--- src/rtl/shift_add_multiplier_if.sv ---
// Operand/result bundle for shift_add_multiplier.
// The sgn line exists only when SMP_SIGNED_EN is defined.
interface shift_add_multiplier_if #(
  parameter int WIDTH = 4
) ();
  logic               start;
  logic [WIDTH-1:0]   op_a;
  logic [WIDTH-1:0]   op_b;
  logic               clr;
`ifdef SMP_SIGNED_EN
  logic               sgn;
`endif
  logic               busy;
  logic               done;
  logic [2*WIDTH-1:0] product;
  logic               zero;

  modport master (
`ifdef SMP_SIGNED_EN
    output sgn,
`endif
    output start, op_a, op_b, clr,
    input  busy, done, product, zero
  );

  modport slave (
`ifdef SMP_SIGNED_EN
    input  sgn,
`endif
    input  start, op_a, op_b, clr,
    output busy, done, product, zero
  );
endinterface

--- src/rtl/shift_add_multiplier.sv ---
// Sequential shift-and-add multiplier, WIDTH iterations per product plus DONE.
// Define SMP_SIGNED_EN to add the sgn input and two's-complement operation.
module shift_add_multiplier #(
  parameter int WIDTH = 4
) (
  input  logic                   sys_clk,
  input  logic                   sys_rst,
  shift_add_multiplier_if.slave  bus
);
  localparam int PW = 2 * WIDTH;
  localparam int CW = $clog2(WIDTH);

  typedef enum logic [1:0] {
    S_IDLE = 2'd0,
    S_RUN  = 2'd1,
    S_DONE = 2'd2
  } state_t;

  state_t          state_reg, state_next;
  logic [PW-1:0]   mcand_reg;
  logic [WIDTH-1:0] mplier_reg;
  logic [PW-1:0]   acc_reg;
  logic [CW-1:0]   cnt_reg;
  logic [PW-1:0]   product_reg;
  logic            zero_reg;

  logic            load;
  logic            step;
  logic            finish;
  logic            last_iter;
  logic [PW-1:0]   sum;
  logic [PW-1:0]   final_value;
  logic [WIDTH-1:0] a_mag;
  logic [WIDTH-1:0] b_mag;

`ifdef SMP_SIGNED_EN
  logic neg_reg;
  logic a_neg;
  logic b_neg;

  // Magnitudes of the most negative value still fit as WIDTH-bit unsigned.
  assign a_neg       = bus.sgn & bus.op_a[WIDTH-1];
  assign b_neg       = bus.sgn & bus.op_b[WIDTH-1];
  assign a_mag       = a_neg ? -bus.op_a : bus.op_a;
  assign b_mag       = b_neg ? -bus.op_b : bus.op_b;
  assign final_value = neg_reg ? -sum : sum;
`else
  assign a_mag       = bus.op_a;
  assign b_mag       = bus.op_b;
  assign final_value = sum;
`endif

  assign sum       = acc_reg + (mplier_reg[0] ? mcand_reg : '0);
  assign last_iter = (cnt_reg == CW'(WIDTH - 1));

  always_comb begin
    state_next = state_reg;
    load       = 1'b0;
    step       = 1'b0;
    finish     = 1'b0;
    case (state_reg)
      S_IDLE: begin
        if (bus.start) begin
          state_next = S_RUN;
          load       = 1'b1;
        end
      end
      S_RUN: begin
        step = 1'b1;
        if (last_iter) begin
          state_next = S_DONE;
          finish     = 1'b1;
        end
      end
      S_DONE: state_next = S_IDLE;
      default: state_next = S_IDLE;
    endcase
  end

  always_ff @(posedge sys_clk) begin
    if (sys_rst) begin
      state_reg  <= S_IDLE;
      mcand_reg  <= '0;
      mplier_reg <= '0;
      acc_reg    <= '0;
      cnt_reg    <= '0;
    end else begin
      state_reg <= state_next;
      if (load) begin
        mcand_reg  <= PW'(a_mag);
        mplier_reg <= b_mag;
        acc_reg    <= '0;
        cnt_reg    <= '0;
      end else if (step) begin
        acc_reg    <= sum;
        mcand_reg  <= mcand_reg << 1;
        mplier_reg <= mplier_reg >> 1;
        if (!last_iter) begin
          cnt_reg <= cnt_reg + CW'(1);
        end
      end
    end
  end

`ifdef SMP_SIGNED_EN
  always_ff @(posedge sys_clk) begin
    if (sys_rst) begin
      neg_reg <= 1'b0;
    end else if (load) begin
      neg_reg <= a_neg ^ b_neg;
    end
  end
`endif

  // A completion on the same edge as clr takes priority over the clear.
  always_ff @(posedge sys_clk) begin
    if (sys_rst) begin
      product_reg <= '0;
      zero_reg    <= 1'b1;
    end else if (finish) begin
      product_reg <= final_value;
      zero_reg    <= (final_value == '0);
    end else if (bus.clr) begin
      product_reg <= '0;
      zero_reg    <= 1'b1;
    end
  end

  assign bus.busy    = (state_reg != S_IDLE);
  assign bus.done    = (state_reg == S_DONE);
  assign bus.product = product_reg;
  assign bus.zero    = zero_reg;
endmodule

--- src/flat_wrapper.sv ---
// flat-port wrapper written by rule: the top's interface ports become plain ports
module shift_add_multiplier_flat 
#(
  parameter int WIDTH = 4
)
  (sys_clk, sys_rst, bus_start, bus_op_a, bus_op_b, bus_clr, bus_busy, bus_done, bus_product, bus_zero);
  shift_add_multiplier_if #(.WIDTH(WIDTH)) bus_i ();
  input  logic sys_clk;
  input  logic sys_rst;
  input wire logic [$bits(bus_i.start)-1:0] bus_start;
  input wire logic [$bits(bus_i.op_a)-1:0] bus_op_a;
  input wire logic [$bits(bus_i.op_b)-1:0] bus_op_b;
  input wire logic [$bits(bus_i.clr)-1:0] bus_clr;
  output wire logic [$bits(bus_i.busy)-1:0] bus_busy;
  output wire logic [$bits(bus_i.done)-1:0] bus_done;
  output wire logic [$bits(bus_i.product)-1:0] bus_product;
  output wire logic [$bits(bus_i.zero)-1:0] bus_zero;
  assign bus_i.start = bus_start;
  assign bus_i.op_a = bus_op_a;
  assign bus_i.op_b = bus_op_b;
  assign bus_i.clr = bus_clr;
  assign bus_busy = bus_i.busy;
  assign bus_done = bus_i.done;
  assign bus_product = bus_i.product;
  assign bus_zero = bus_i.zero;
  shift_add_multiplier #(.WIDTH(WIDTH)) u_core (.sys_clk(sys_clk), .sys_rst(sys_rst), .bus(bus_i));
endmodule
--- config.mk ---
export PLATFORM = sky130hd
export DESIGN_NAME = shift_add_multiplier_flat
export DESIGN_NICKNAME = d
export VERILOG_FILES = /design/src/rtl/shift_add_multiplier_if.sv /design/src/rtl/shift_add_multiplier.sv /design/src/flat_wrapper.sv
export SDC_FILE = /design/constraint.sdc
export NUM_CORES = 1
export LEC_CHECK = 0
export CELL_PAD_IN_SITES_DETAIL_PLACEMENT = 0
export CELL_PAD_IN_SITES_GLOBAL_PLACEMENT = 1
export CORE_MARGIN = 5
export CORE_UTILIZATION = 39
export DETAILED_ROUTE_END_ITERATION = 10
export PLACE_DENSITY = 0.83
export SYNTH_ARGS = -nofsm -noshare
export SYNTH_HDL_FRONTEND = slang
export SYNTH_SLANG_ARGS = --single-unit
--- constraint.sdc ---
create_clock -name sys_clk -period 2.75 [get_ports sys_clk]
set_input_delay 0.275 -clock sys_clk [delete_from_list [all_inputs] [get_ports sys_clk]]
set_output_delay 0.275 -clock sys_clk [all_outputs]
set_load 0.02 [all_outputs]
Word level (Yosys, flattened, before mapping) --
Cells that the tools add are included.
Word-level totals: flip-flop bits (word level) 33, output and inout port bits 11, logic and storage cells 41, bits of input ports 12
Operators by class: muxes and demuxes 17, bitwise operators 1, reductions and logical operators 8, equal/unequal tests 5, add/subtract/negate cells 2
Operators by type and width (count):
- $mux 8 | 3
- $mux 4 | 4
- $add 8x8->8 | 1
- $logic_not 8->1 | 1
- $mux 1 | 7
- $reduce_bool 2->1 | 3
- $eq 2x2->1 const B | 2
- $mux 2 | 2
- $pmux 2 s2 | 1
- $reduce_and 2->1 | 2
- $add 2x1->2 const B | 1
- $eq 2x1->1 const B | 1
- $logic_not 2->1 | 1
- $ne 2x1->1 const B | 1
- $ne 2x2->1 const B | 1
- $reduce_or 2->1 | 1
- $not 1->1 | 1

Logic depth before layout (Yosys ltp) --
depth in word-level cells 4, depth in mapped cells 10, mapped depth without buffers 10

Least setup slack after synthesis --
OpenSTA, ideal clock, no wires.
kind reg2reg, start point register u_core.mplier_reg[0], end point register u_core.zero_reg (netlist: u_core.bus.zero), arrival 2.388 ns, required time 2.666 ns, library setup time 0.084 ns, period minus slack after synthesis 2.473 ns, stages on the path, launching flop included 11, path buffers 0, path slack 0.277 ns, path through dfxtp_1 -> and2_1 -> ha_1 -> inv_1 -> fa_1 -> nor2b_1 -> o21ai_1 -> a21boi_1 -> mux2_2 -> or2_2 -> o31ai_2
On the way: cells in the longest elaborated chain, start to end 4
RTL lines:
- from (decl) | RTL line shift_add_multiplier.sv:21 | logic [WIDTH-1:0] mplier_reg;
- from (signal assigned) | RTL line shift_add_multiplier.sv:91 | mplier_reg <= b_mag;
- from (signal assigned) | RTL line shift_add_multiplier.sv:97 | mplier_reg <= mplier_reg >> 1;
- $mux 8 | RTL line shift_add_multiplier.sv:53 | assign sum = acc_reg + (mplier_reg[0] ? mcand_reg : '0);
- $add 8x8->8 | RTL line shift_add_multiplier.sv:53
- $logic_not 8->1 | RTL line shift_add_multiplier.sv:122 | zero_reg <= (final_value == '0);
- $mux 1 | RTL line shift_add_multiplier.sv:120 | end else if (finish) begin
- to (signal assigned) | RTL line shift_add_multiplier.sv:122
- to (decl) | RTL line shift_add_multiplier.sv:25 | logic zero_reg;
No other way between the ends. A chain may end at the register's enable or synchronous reset.

Worst setup path in the final report --
start point register u_core.mcand_reg[0], end point register u_core.zero_reg (netlist: u_core.bus.zero)
On the way: cells in the longest elaborated chain, start to end 4
RTL lines:
- from (decl) | RTL line shift_add_multiplier.sv:20 | logic [PW-1:0] mcand_reg;
- from (signal assigned) | RTL line shift_add_multiplier.sv:90 | mcand_reg <= PW'(a_mag);
- from (signal assigned) | RTL line shift_add_multiplier.sv:96 | mcand_reg <= mcand_reg << 1;
- $mux 8 | RTL line shift_add_multiplier.sv:53
- $add 8x8->8 | RTL line shift_add_multiplier.sv:53
- $logic_not 8->1 | RTL line shift_add_multiplier.sv:122
- $mux 1 | RTL line shift_add_multiplier.sv:120
No other way between the ends.

==> results.ini <==
[synthesis]
synth_top_family_by_area=compound AO/OA/AOI/OAI gates
synth_cells=189
synth-seq-area-share=0.422
synth_area_um2=1560
ys_seq_elements=33
synth_cell_types=30
synth_nets=210
yosysWarnings=0
synth-simple-area-share=0.198
yosys.area_share.adder=0.0768
synth_compound_area_frac=0.222
avgSynthCellArea_um2=8.28
synthXorXnorAreaFrac=0.0336
synthMuxAreaShare=0.00720

[die]
start_util=0.397
dieArea_um2=5380
coreArea_um2=3940
die_y_um=73.3
ios=23
die_w_um=73.3
std_cell_rows=23

[global_route]
grt_pass1_vias=1226
grt-ovfl-total=0
grt_pass1_wl_mm=5.58
antenna_found_initial=0
grt_max_degree=22
track_usage=0.137

[sta]
fin_crit_ns=2.53
skew_ns=0.00618
hold_viol_final=0
slew_headroom=0.597
worstMarginPinSlew_ns=0.604
max_freq_ghz=0.395
hold_ws_ns=0.457
drv_slew=0
period_share=0.920
worst_slack_ns=0.221
finalSetupViolations=0
grt_setup_unrepaired=no
fin_tns_setup_ns=0

[routing]
drtIter0Drc=40
antenna_left=0
firstDrtPassIters=4
vias=1291
route.detailed.drc=0
via_per_inst=4.89
wire_per_inst_um=12.2
wl_mm=3.23

[setup_path]
cp_num_buf_inv=1
end_kind=register
path_max_fanout=3
cpPeakStageDelay_ns=0.40
cp_slowest_cell=fa_1
crit_arrival_ns=2.74
crit_chain=and2_1 > ha_1 > inv_1 > fa_1 > nor2b_1 > o21ai_1 > a21boi_1 > mux2_2 > or2_2 > o31ai_2
critPathRequiredTime_ns=2.96
startpoint_type=register
worst-setup-path-type=register to register
crit_family=adder cells
startpoint=u_core.mcand_reg[0]
r2r_start=u_core.mcand_reg[0]

[clock_network]
cts-htree-levels=2
cts_buffer_depth=2
cts_made_buffers=5
cts_resized=0
cts.sinks=33
insertion_delay_ns=0.29
cts_tree=built
ctsHoldBuffers=0
postCtsSetupBuffers=0
cts-root-buf=clkbuf_8
clk_pin_slew_worst_paths_ns=0.06

[cells_and_area]
layout_common_cells=nand2_1, dfxtp_1, a21oi_1, clkdlybuf4s50_1, nor2_1
antennaDiodeCount=0
final_net_count=234
stdcell_area_um2=1920
drive_above_1_share=0.0794
areaGrowthSynthToFinish_pct=22.6
layout_commonest_cell=nand2_1

[job]
drv_cap=0

[pwr]
irDropWorstVdd_mv=0.317
p_per_area_nw_per_um2=488
p_leak_nw=0.744

[worst_hold_path]
hp-start=u_core.mplier_reg[1]
hold_class=register to register

[place]
preCtsSetupSlack_ns=0.244
io_buffers=22
gp_congestion=0.806
dp_hpwl_mm=2.32
dpl_cell_area_um2=1840

[run_status]
status=completed

[layer usage]
| layer | track usage | share of wire |
|---|---|---|
| met5 | 0 | 0 |
| met2 | 0.205 | 0.42 |
| met4 | 0.0785 | 0.022 |
| met1 | 0.175 | 0.50 |
| met3 | 0.0383 | 0.058 |
[cells in the mapped netlist, drive strengths merged]
library cell	count	area share
a21o	1	0.0048
a21boi	1	0.0048
dfxtp	33	0.42
clkbuf	7	0.017
a22oi	6	0.029
o31ai	1	0.0080
nor2	16	0.038
buf	1	0.0032
o22ai	1	0.0080
fa	1	0.013
ha	8	0.064
nor2b	4	0.016
inv	7	0.017
a21oi	24	0.077
a221o	1	0.0064
nand2	36	0.086
xnor2	6	0.034
clkinv	1	0.0024
or2	4	0.016
nor3b	1	0.0048
nand2b	1	0.0040
a211oi	2	0.013
a22o	7	0.040
or4	1	0.0048
and2	7	0.028
o21ai	10	0.032
mux2	1	0.0072
[worst min-delay path, cell delays in order, from the launching register on]
cell     delay (ns)
dfxtp_1        0.31
nand2_1        0.05
a21oi_1        0.05
[power by group]
group          switching, mW  total, mW  internal (mW)
clock network          0.168      0.347          0.180
logic                 0.0522     0.0918         0.0396
registers            0.00723      0.497          0.490
total                  0.227      0.936          0.709
[final timing paths]
path	to	slack, ns	cells past startpoint
max	u_core.bus.zero	0.22	10
max reg2reg	u_core.bus.zero	0.22	10
min	u_core.mplier_reg[1]	0.46	2
min reg2reg	u_core.mplier_reg[1]	0.46	2
[per-stage QoR]
stage	power, mW	instances	utilization
floorplan	0.564	189	-
CTS	0.948	264	0.487
detailed placement	0.600	256	0.466
global placement	0.599	256	0.466
global route	0.980	264	0.487
finish	0.936	264	0.487
[kinds of logic after synthesis]
logic type,after synthesis
and+or+nand+nor,70
adders and majority gates,9
AOI/OAI and AO/OA,54
buffers and inverters,16
xor gates and xnor gates,6
muxes,1
DFF,33
[layout make-up]
class / instances / area, µm²
Multi-Input combinational cell: 140 / 842
Clock buffer: 8 / 80.1
Fill cell: 394 / 2020
Tap cell: 50 / 62.6
Sequential cell: 33 / 661
Timing Repair Buffer: 25 / 243
Inverter: 8 / 30.0
(Power assumes the default switching activity.)
